==> src/rtl/voice_record_ctrl_pkg.sv <==
// Shared definitions for the voice record controller and the game FSM.
// State encoding, default buffer geometry and the mic-detect threshold.
package voice_record_ctrl_pkg;

   typedef enum logic [1:0] {
      ST_IDLE   = 2'd0,
      ST_ARMED  = 2'd1,
      ST_RECORD = 2'd2,
      ST_DONE   = 2'd3
   } rec_state_t;

   localparam int VR_DEPTH         = 16;
   localparam int VR_VOL_W         = 5;
   localparam int VR_MIN_THRESHOLD = 3;

endpackage

==> src/rtl/voice_record_ctrl_sample_tick_gen.sv <==
// Free-running divider producing a one-cycle tick every DIV enabled cycles.
// Reusable wherever a slow periodic strobe is needed (sampling, countdowns).
module voice_record_ctrl_sample_tick_gen #(
   parameter int DIV = 4
) (
   input  logic clk,
   input  logic rst_n,
   input  logic en,
   input  logic clr,
   output logic tick
);

   localparam int CW = $clog2(DIV);
   localparam logic [CW-1:0] LAST = CW'(DIV - 1);

   logic [CW-1:0] cnt_r;

   // Divider counter: synchronous clear wins over counting.
   always_ff @(posedge clk or negedge rst_n) begin
      if (!rst_n) begin
         cnt_r <= {CW{1'b0}};
      end else if (clr) begin
         cnt_r <= {CW{1'b0}};
      end else if (en) begin
         if (cnt_r == LAST) begin
            cnt_r <= {CW{1'b0}};
         end else begin
            cnt_r <= cnt_r + CW'(1);
         end
      end else begin
         cnt_r <= cnt_r;
      end
   end

   assign tick = en && (cnt_r == LAST);

endmodule

==> src/rtl/voice_record_ctrl.sv <==
// Voice capture sequencer: samples gated mic volume into a small buffer while the
// record button is held. Build option RECORD_PEAK_HOLD_EN stores the per-tick peak.
module voice_record_ctrl
   import voice_record_ctrl_pkg::*;
#(
   parameter int DEPTH         = VR_DEPTH,
   parameter int VOL_W         = VR_VOL_W,
   parameter int TICK_DIV      = 2500000,
   parameter int MIN_THRESHOLD = VR_MIN_THRESHOLD,
   parameter int MIN_SAMPLES   = 4
) (
   input  logic                     clk,
   input  logic                     rst_n,
   input  logic                     arm,
   input  logic                     rec_btn,
   input  logic [VOL_W-1:0]         volume,
   input  logic [$clog2(DEPTH)-1:0] rd_idx,
   output logic [VOL_W-1:0]         rd_data,
   output logic [$clog2(DEPTH):0]   count,
   output logic                     busy,
   output logic                     valid,
   output logic                     done,
   output logic                     too_short
);

   localparam int IDX_W = $clog2(DEPTH);
   localparam int CNT_W = IDX_W + 1;

   rec_state_t       state_r, state_nx_s;
   logic             btn_s1_r, btn_s2_r, btn_prev_r;
   logic             rise_s, fall_s, tick_s;
   logic             wr_s, clear_s, short_s;
   logic [CNT_W-1:0] count_r, cnt_inc_s;
   logic [VOL_W-1:0] mem_r [DEPTH];
   logic [VOL_W-1:0] cand_s, gated_s, rd_data_r;
   logic             busy_r, valid_r, done_r, too_short_r;

   // Button synchroniser plus previous-value flop for edge detection.
   always_ff @(posedge clk or negedge rst_n) begin
      if (!rst_n) begin
         btn_s1_r   <= 1'b0;
         btn_s2_r   <= 1'b0;
         btn_prev_r <= 1'b0;
      end else begin
         btn_s1_r   <= rec_btn;
         btn_s2_r   <= btn_s1_r;
         btn_prev_r <= btn_s2_r;
      end
   end

   assign rise_s = btn_s2_r & ~btn_prev_r;
   assign fall_s = ~btn_s2_r & btn_prev_r;

   voice_record_ctrl_sample_tick_gen #(.DIV(TICK_DIV)) u_tick (
      .clk   (clk),
      .rst_n (rst_n),
      .en    (state_r == ST_RECORD),
      .clr   (state_r != ST_RECORD),
      .tick  (tick_s)
   );

`ifdef RECORD_PEAK_HOLD_EN
   logic [VOL_W-1:0] peak_r;

   // Peak of the volume over the current tick interval; restarts after each tick.
   always_ff @(posedge clk or negedge rst_n) begin
      if (!rst_n) begin
         peak_r <= {VOL_W{1'b0}};
      end else if ((state_r != ST_RECORD) || tick_s) begin
         peak_r <= {VOL_W{1'b0}};
      end else begin
         peak_r <= cand_s;
      end
   end

   assign cand_s = (volume > peak_r) ? volume : peak_r;
`else
   assign cand_s = volume;
`endif

   assign gated_s = (cand_s > VOL_W'(MIN_THRESHOLD)) ? cand_s : {VOL_W{1'b0}};

   // Next-state logic; arm overrides every other event, including a pending tick.
   always_comb begin
      state_nx_s = state_r;
      wr_s       = 1'b0;
      clear_s    = 1'b0;
      short_s    = 1'b0;
      cnt_inc_s  = count_r;
      if (arm) begin
         state_nx_s = ST_ARMED;
         clear_s    = 1'b1;
      end else begin
         case (state_r)
            ST_IDLE: begin
               state_nx_s = ST_IDLE;
            end
            ST_ARMED: begin
               if (rise_s) begin
                  state_nx_s = ST_RECORD;
               end else begin
                  state_nx_s = ST_ARMED;
               end
            end
            ST_RECORD: begin
               if (tick_s) begin
                  wr_s      = 1'b1;
                  cnt_inc_s = count_r + CNT_W'(1);
               end else begin
                  cnt_inc_s = count_r;
               end
               // The length check sees the sample written in the same cycle.
               if (tick_s && (cnt_inc_s == CNT_W'(DEPTH))) begin
                  state_nx_s = ST_DONE;
               end else if (fall_s) begin
                  if (cnt_inc_s >= CNT_W'(MIN_SAMPLES)) begin
                     state_nx_s = ST_DONE;
                  end else begin
                     state_nx_s = ST_ARMED;
                     short_s    = 1'b1;
                     clear_s    = 1'b1;
                  end
               end else begin
                  state_nx_s = ST_RECORD;
               end
            end
            ST_DONE: begin
               state_nx_s = ST_DONE;
            end
            default: begin
               state_nx_s = ST_IDLE;
            end
         endcase
      end
   end

   // State register and registered status outputs.
   always_ff @(posedge clk or negedge rst_n) begin
      if (!rst_n) begin
         state_r     <= ST_IDLE;
         busy_r      <= 1'b0;
         valid_r     <= 1'b0;
         done_r      <= 1'b0;
         too_short_r <= 1'b0;
      end else begin
         state_r     <= state_nx_s;
         busy_r      <= (state_nx_s == ST_ARMED) || (state_nx_s == ST_RECORD);
         valid_r     <= (state_nx_s == ST_DONE);
         done_r      <= (state_nx_s == ST_DONE) && (state_r != ST_DONE);
         too_short_r <= short_s;
      end
   end

   // Sample buffer and write pointer; clearing wipes every entry at once.
   always_ff @(posedge clk or negedge rst_n) begin
      if (!rst_n) begin
         count_r <= {CNT_W{1'b0}};
         for (int i = 0; i < DEPTH; i++) mem_r[i] <= {VOL_W{1'b0}};
      end else if (clear_s) begin
         count_r <= {CNT_W{1'b0}};
         for (int i = 0; i < DEPTH; i++) mem_r[i] <= {VOL_W{1'b0}};
      end else if (wr_s) begin
         mem_r[count_r[IDX_W-1:0]] <= gated_s;
         count_r                   <= cnt_inc_s;
      end else begin
         count_r <= count_r;
      end
   end

   // Registered read port.
   always_ff @(posedge clk or negedge rst_n) begin
      if (!rst_n) begin
         rd_data_r <= {VOL_W{1'b0}};
      end else begin
         rd_data_r <= mem_r[rd_idx];
      end
   end

   assign rd_data   = rd_data_r;
   assign count     = count_r;
   assign busy      = busy_r;
   assign valid     = valid_r;
   assign done      = done_r;
   assign too_short = too_short_r;

endmodule

==> config.mk <==
export PLATFORM = sky130hd
export DESIGN_NAME = voice_record_ctrl
export DESIGN_NICKNAME = d
export VERILOG_FILES = /design/src/rtl/voice_record_ctrl_pkg.sv /design/src/rtl/voice_record_ctrl_sample_tick_gen.sv /design/src/rtl/voice_record_ctrl.sv
export SDC_FILE = /design/constraint.sdc
export NUM_CORES = 1
export LEC_CHECK = 0
export ABC_AREA = 1
export CAP_MARGIN = 20
export CORE_MARGIN = 2
export CORE_UTILIZATION = 45
export CTS_BUF_LIST = sky130_fd_sc_hd__clkbuf_2
export DETAILED_ROUTE_END_ITERATION = 16
export SETUP_SLACK_MARGIN = 0.3
export SLEW_MARGIN = 20
export SYNTH_ARGS = -nofsm -noshare
export SYNTH_HDL_FRONTEND = slang
export SYNTH_SLANG_ARGS = --single-unit
==> constraint.sdc <==
create_clock -name clk -period 4.8 [get_ports clk]
set_input_delay 0.96 -clock clk [delete_from_list [all_inputs] [get_ports clk]]
set_output_delay 0.96 -clock clk [all_outputs]
set_load 0.05 [all_outputs]
==> results.sh <==
export IMPL_grtUsageTotal=0.210
export IMPL_hold_class="in -> async"
export IMPL_synth_area_mm2=0.00653
export IMPL_total_power_mw=1.95
export IMPL_ant_nets=0
export IMPL_critPathMaxStageDelay_ps=910
export IMPL_boundaryPins=27
export IMPL_clk_latency_ps=710
export IMPL_worst_pin_slew_ps=1030
export IMPL_crit_path_start_kind="flop"
export IMPL_fin_crit_ps=3260
export IMPL_clk_pin_slew_worst_paths_ps=190
export IMPL_drt_pass1_iterations=5
export IMPL_drtIter0Drc=403
export IMPL_ys_warn_count=0
export IMPL_rrSetupSlack_ps=2080
export IMPL_remaining_drc_errors=0
export IMPL_synthCells=825
export IMPL_async_flop_share=1.00
export IMPL_cts_hold_buf=0
export IMPL_final_nets=864
export IMPL_via_count=5324
export IMPL_grt_pass1_vias=5146
export IMPL_ys_seq_area_frac=0.464
export IMPL_die_h_um=124
export IMPL_status="complete, no violations"
export IMPL_crit_fanout=11
export IMPL_fill_cells=1401
export IMPL_synth_cell_types=37
export IMPL_initial_core_util=0.454
export IMPL_path_cells="clkdlybuf4s50_1"
export IMPL_row_count=44
export IMPL_cts_sinks=121
export IMPL_synth_largest_area_cell="dfrtp_1"
export IMPL_antenna_found_initial=0
export IMPL_routabilityCongestion=0.838
export IMPL_htreeDepth=4
export IMPL_cts_tree="yes"
export IMPL_post_dp_hpwl_um=10400
export IMPL_dieArea_mm2=0.0155
export IMPL_skew_ps=26.7
export IMPL_finalCritPeriodShare=0.678
export IMPL_critPathCaptureType="output port"
export IMPL_antennaDiodeCount=0
export IMPL_setup_viol=0
export IMPL_synth_edf_count=0
export IMPL_portBuffers=26
export IMPL_rsz0062_at_grt="false"
export IMPL_hold_viol=0
export IMPL_cp_arrival_ps=2300
export IMPL_routedWlPerCell_um=15.0
export IMPL_r2r_cells=13
export IMPL_grt_pass1_wl_um=26000
export IMPL_synth_cells_most_frequent="142 x inv_1, 134 x nand2_1, 121 x dfrtp_1, 120 x nor2_1, 68 x o21ai_0"
export IMPL_postCtsSetupBuffers=0
export IMPL_cp_num_buf_inv=1
export IMPL_root_buffer="clkbuf_2"
export IMPL_slowest_stage="clkdlybuf4s50_1"
export IMPL_relSlewSlack=0.316
export IMPL_avgSynthCellArea_um2=7.91
export IMPL_setup_tns_ps=0
export IMPL_fp_dieW_um=124
export IMPL_critical_path_class="reg -> out"
export IMPL_cts_resized=0
export IMPL_peakVddDrop_mv=0.281
export IMPL_area_delta_synth_final_pct=9.64
export IMPL_clk_path_buf_depth=2
export IMPL_drive_above_1_share=0.0828
export IMPL_cts_made_buffers=17
export IMPL_synth_fp_nets=844
export IMPL_powerDensity_mw_per_mm2=272
export IMPL_finalMaxSlewViolations=0
export IMPL_synth_area_leaders="dfrtp_1 46%, inv_1 8.2%, nand2_1 7.7%, nor2_1 6.9%, o21ai_0 5.2%"
export IMPL_grt_start_max_net_pins=50
export IMPL_worstSetupPathDepth=1
export IMPL_synth_most_common_cell="inv_1"
export IMPL_path_delay_family="buffers and inverters"
export IMPL_synth_top_area_frac=0.464
export IMPL_core_area_mm2=0.0144
export IMPL_fmax_mhz=307
export IMPL_ys_flop_type="dfrtp_1"
export IMPL_crit_required_ps=3840
export IMPL_overflow=0
export IMPL_wirelength_um=15600
export IMPL_max_cap_violations=0
export IMPL_power_leakage_nw=2.89
export IMPL_vias_per_cell=5.11
export IMPL_yosys_register_bits=121
-- where the power goes --
part	total (mW)	internal (mW)	switching, mW
Sequential	1.03	1.03	0.00381
Clock	0.762	0.342	0.420
Combinational	0.152	0.0396	0.112
Total	1.95	1.41	0.536
-- state kept, by name, indices dropped and copies added, names as in the netlist --
register / count
btn_prev_r: 1
btn_s1_r: 1
btn_s2_r: 1
busy: 1
count: 5
done: 1
mem_r: 80
rd_data: 5
state_r: 2
too_short: 1
u_tick.cnt_r: 22
valid: 1
-- metrics by stage --
stage / area [um2] / util / hold WS, ps / setup slack, ps / cells
3_5_place_dp: 6870 / 0.478 / 340 / 1450 / 1010
6_report: 7160 / 0.498 / 266 / 1540 / 1042
3_3_place_gp: 6870 / 0.478 / 335 / 1430 / 1010
5_1_grt: 7160 / 0.498 / 246 / 1400 / 1042
2_1_floorplan: 6530 / - / 331 / 2540 / 825
4_1_cts: 7160 / 0.498 / 229 / 1470 / 1042
-- cell usage in the layout, fill, tap and decap left out, types with 3 or more instances in the layout --
master / n
xor2_1: 6
mux2i_1: 20
nand4_1: 11
clkbuf_2: 17
buf_4: 6
ha_1: 6
nand4_2: 6
nor3_1: 8
dfrtp_1: 121
nand3_4: 3
o21ai_1: 45
nand2_1: 134
clkdlybuf4s50_1: 24
clkinv_4: 4
clkinvlp_4: 5
nor4_1: 3
bufinv_16: 4
a211oi_1: 3
nor2_2: 4
o211ai_1: 20
nor2_1: 120
inv_2: 8
nand4_4: 6
o21ai_0: 68
clkinv_2: 3
nand3_1: 18
a21oi_1: 33
inv_1: 142
-- layer usage --
layer | up-vias | GRT usage | share of wire
met5 | - | 0 | 0
met3 | 23 | 0.0520 | 0.037
met1 | 2518 | 0.292 | 0.49
li1 | 2678 | - | -
met4 | 0 | 0.0747 | 0.018
met2 | 105 | 0.320 | 0.45
-- layout make-up --
type / instances / area [um2] / area share
tap: 184 / 230 / 0.0322
timing repair buffer: 31 / 290 / 0.0406
clock buffer: 17 / 85.1 / 0.0119
inverter: 151 / 568 / 0.0794
multi-input combinational: 523 / 2750 / 0.385
sequential: 121 / 3030 / 0.423
clock inverter: 15 / 203 / 0.0283
-- path summary, 6_finish.rpt --
path,startpoint,end
min in group clk,btn_s1_r,btn_s2_r
max in group asynchronous,rst_n,count[1]
worst min register to register,btn_s1_r,btn_s2_r
worst max register to register,u_tick.cnt_r[0],mem_r[53]
worst max-delay path,count[2],count[2]
worst min-delay path,rst_n,mem_r[52]
-- cells by family (layout without fill, tap and decap cells) --
kind of cell,after synthesis,in the layout,share of synthesized area
AND/OR/NAND/NOR,320,320,0.231
buffers and inverters,181,214,0.114
AO/OA/AOI/OAI,171,171,0.141
flip-flops,121,121,0.464
multiplexers,20,20,0.0307
adder cells (fa/ha/maj),6,6,0.0115
XOR/XNOR,6,6,0.00805
Power figures use the tool's default switching activity.
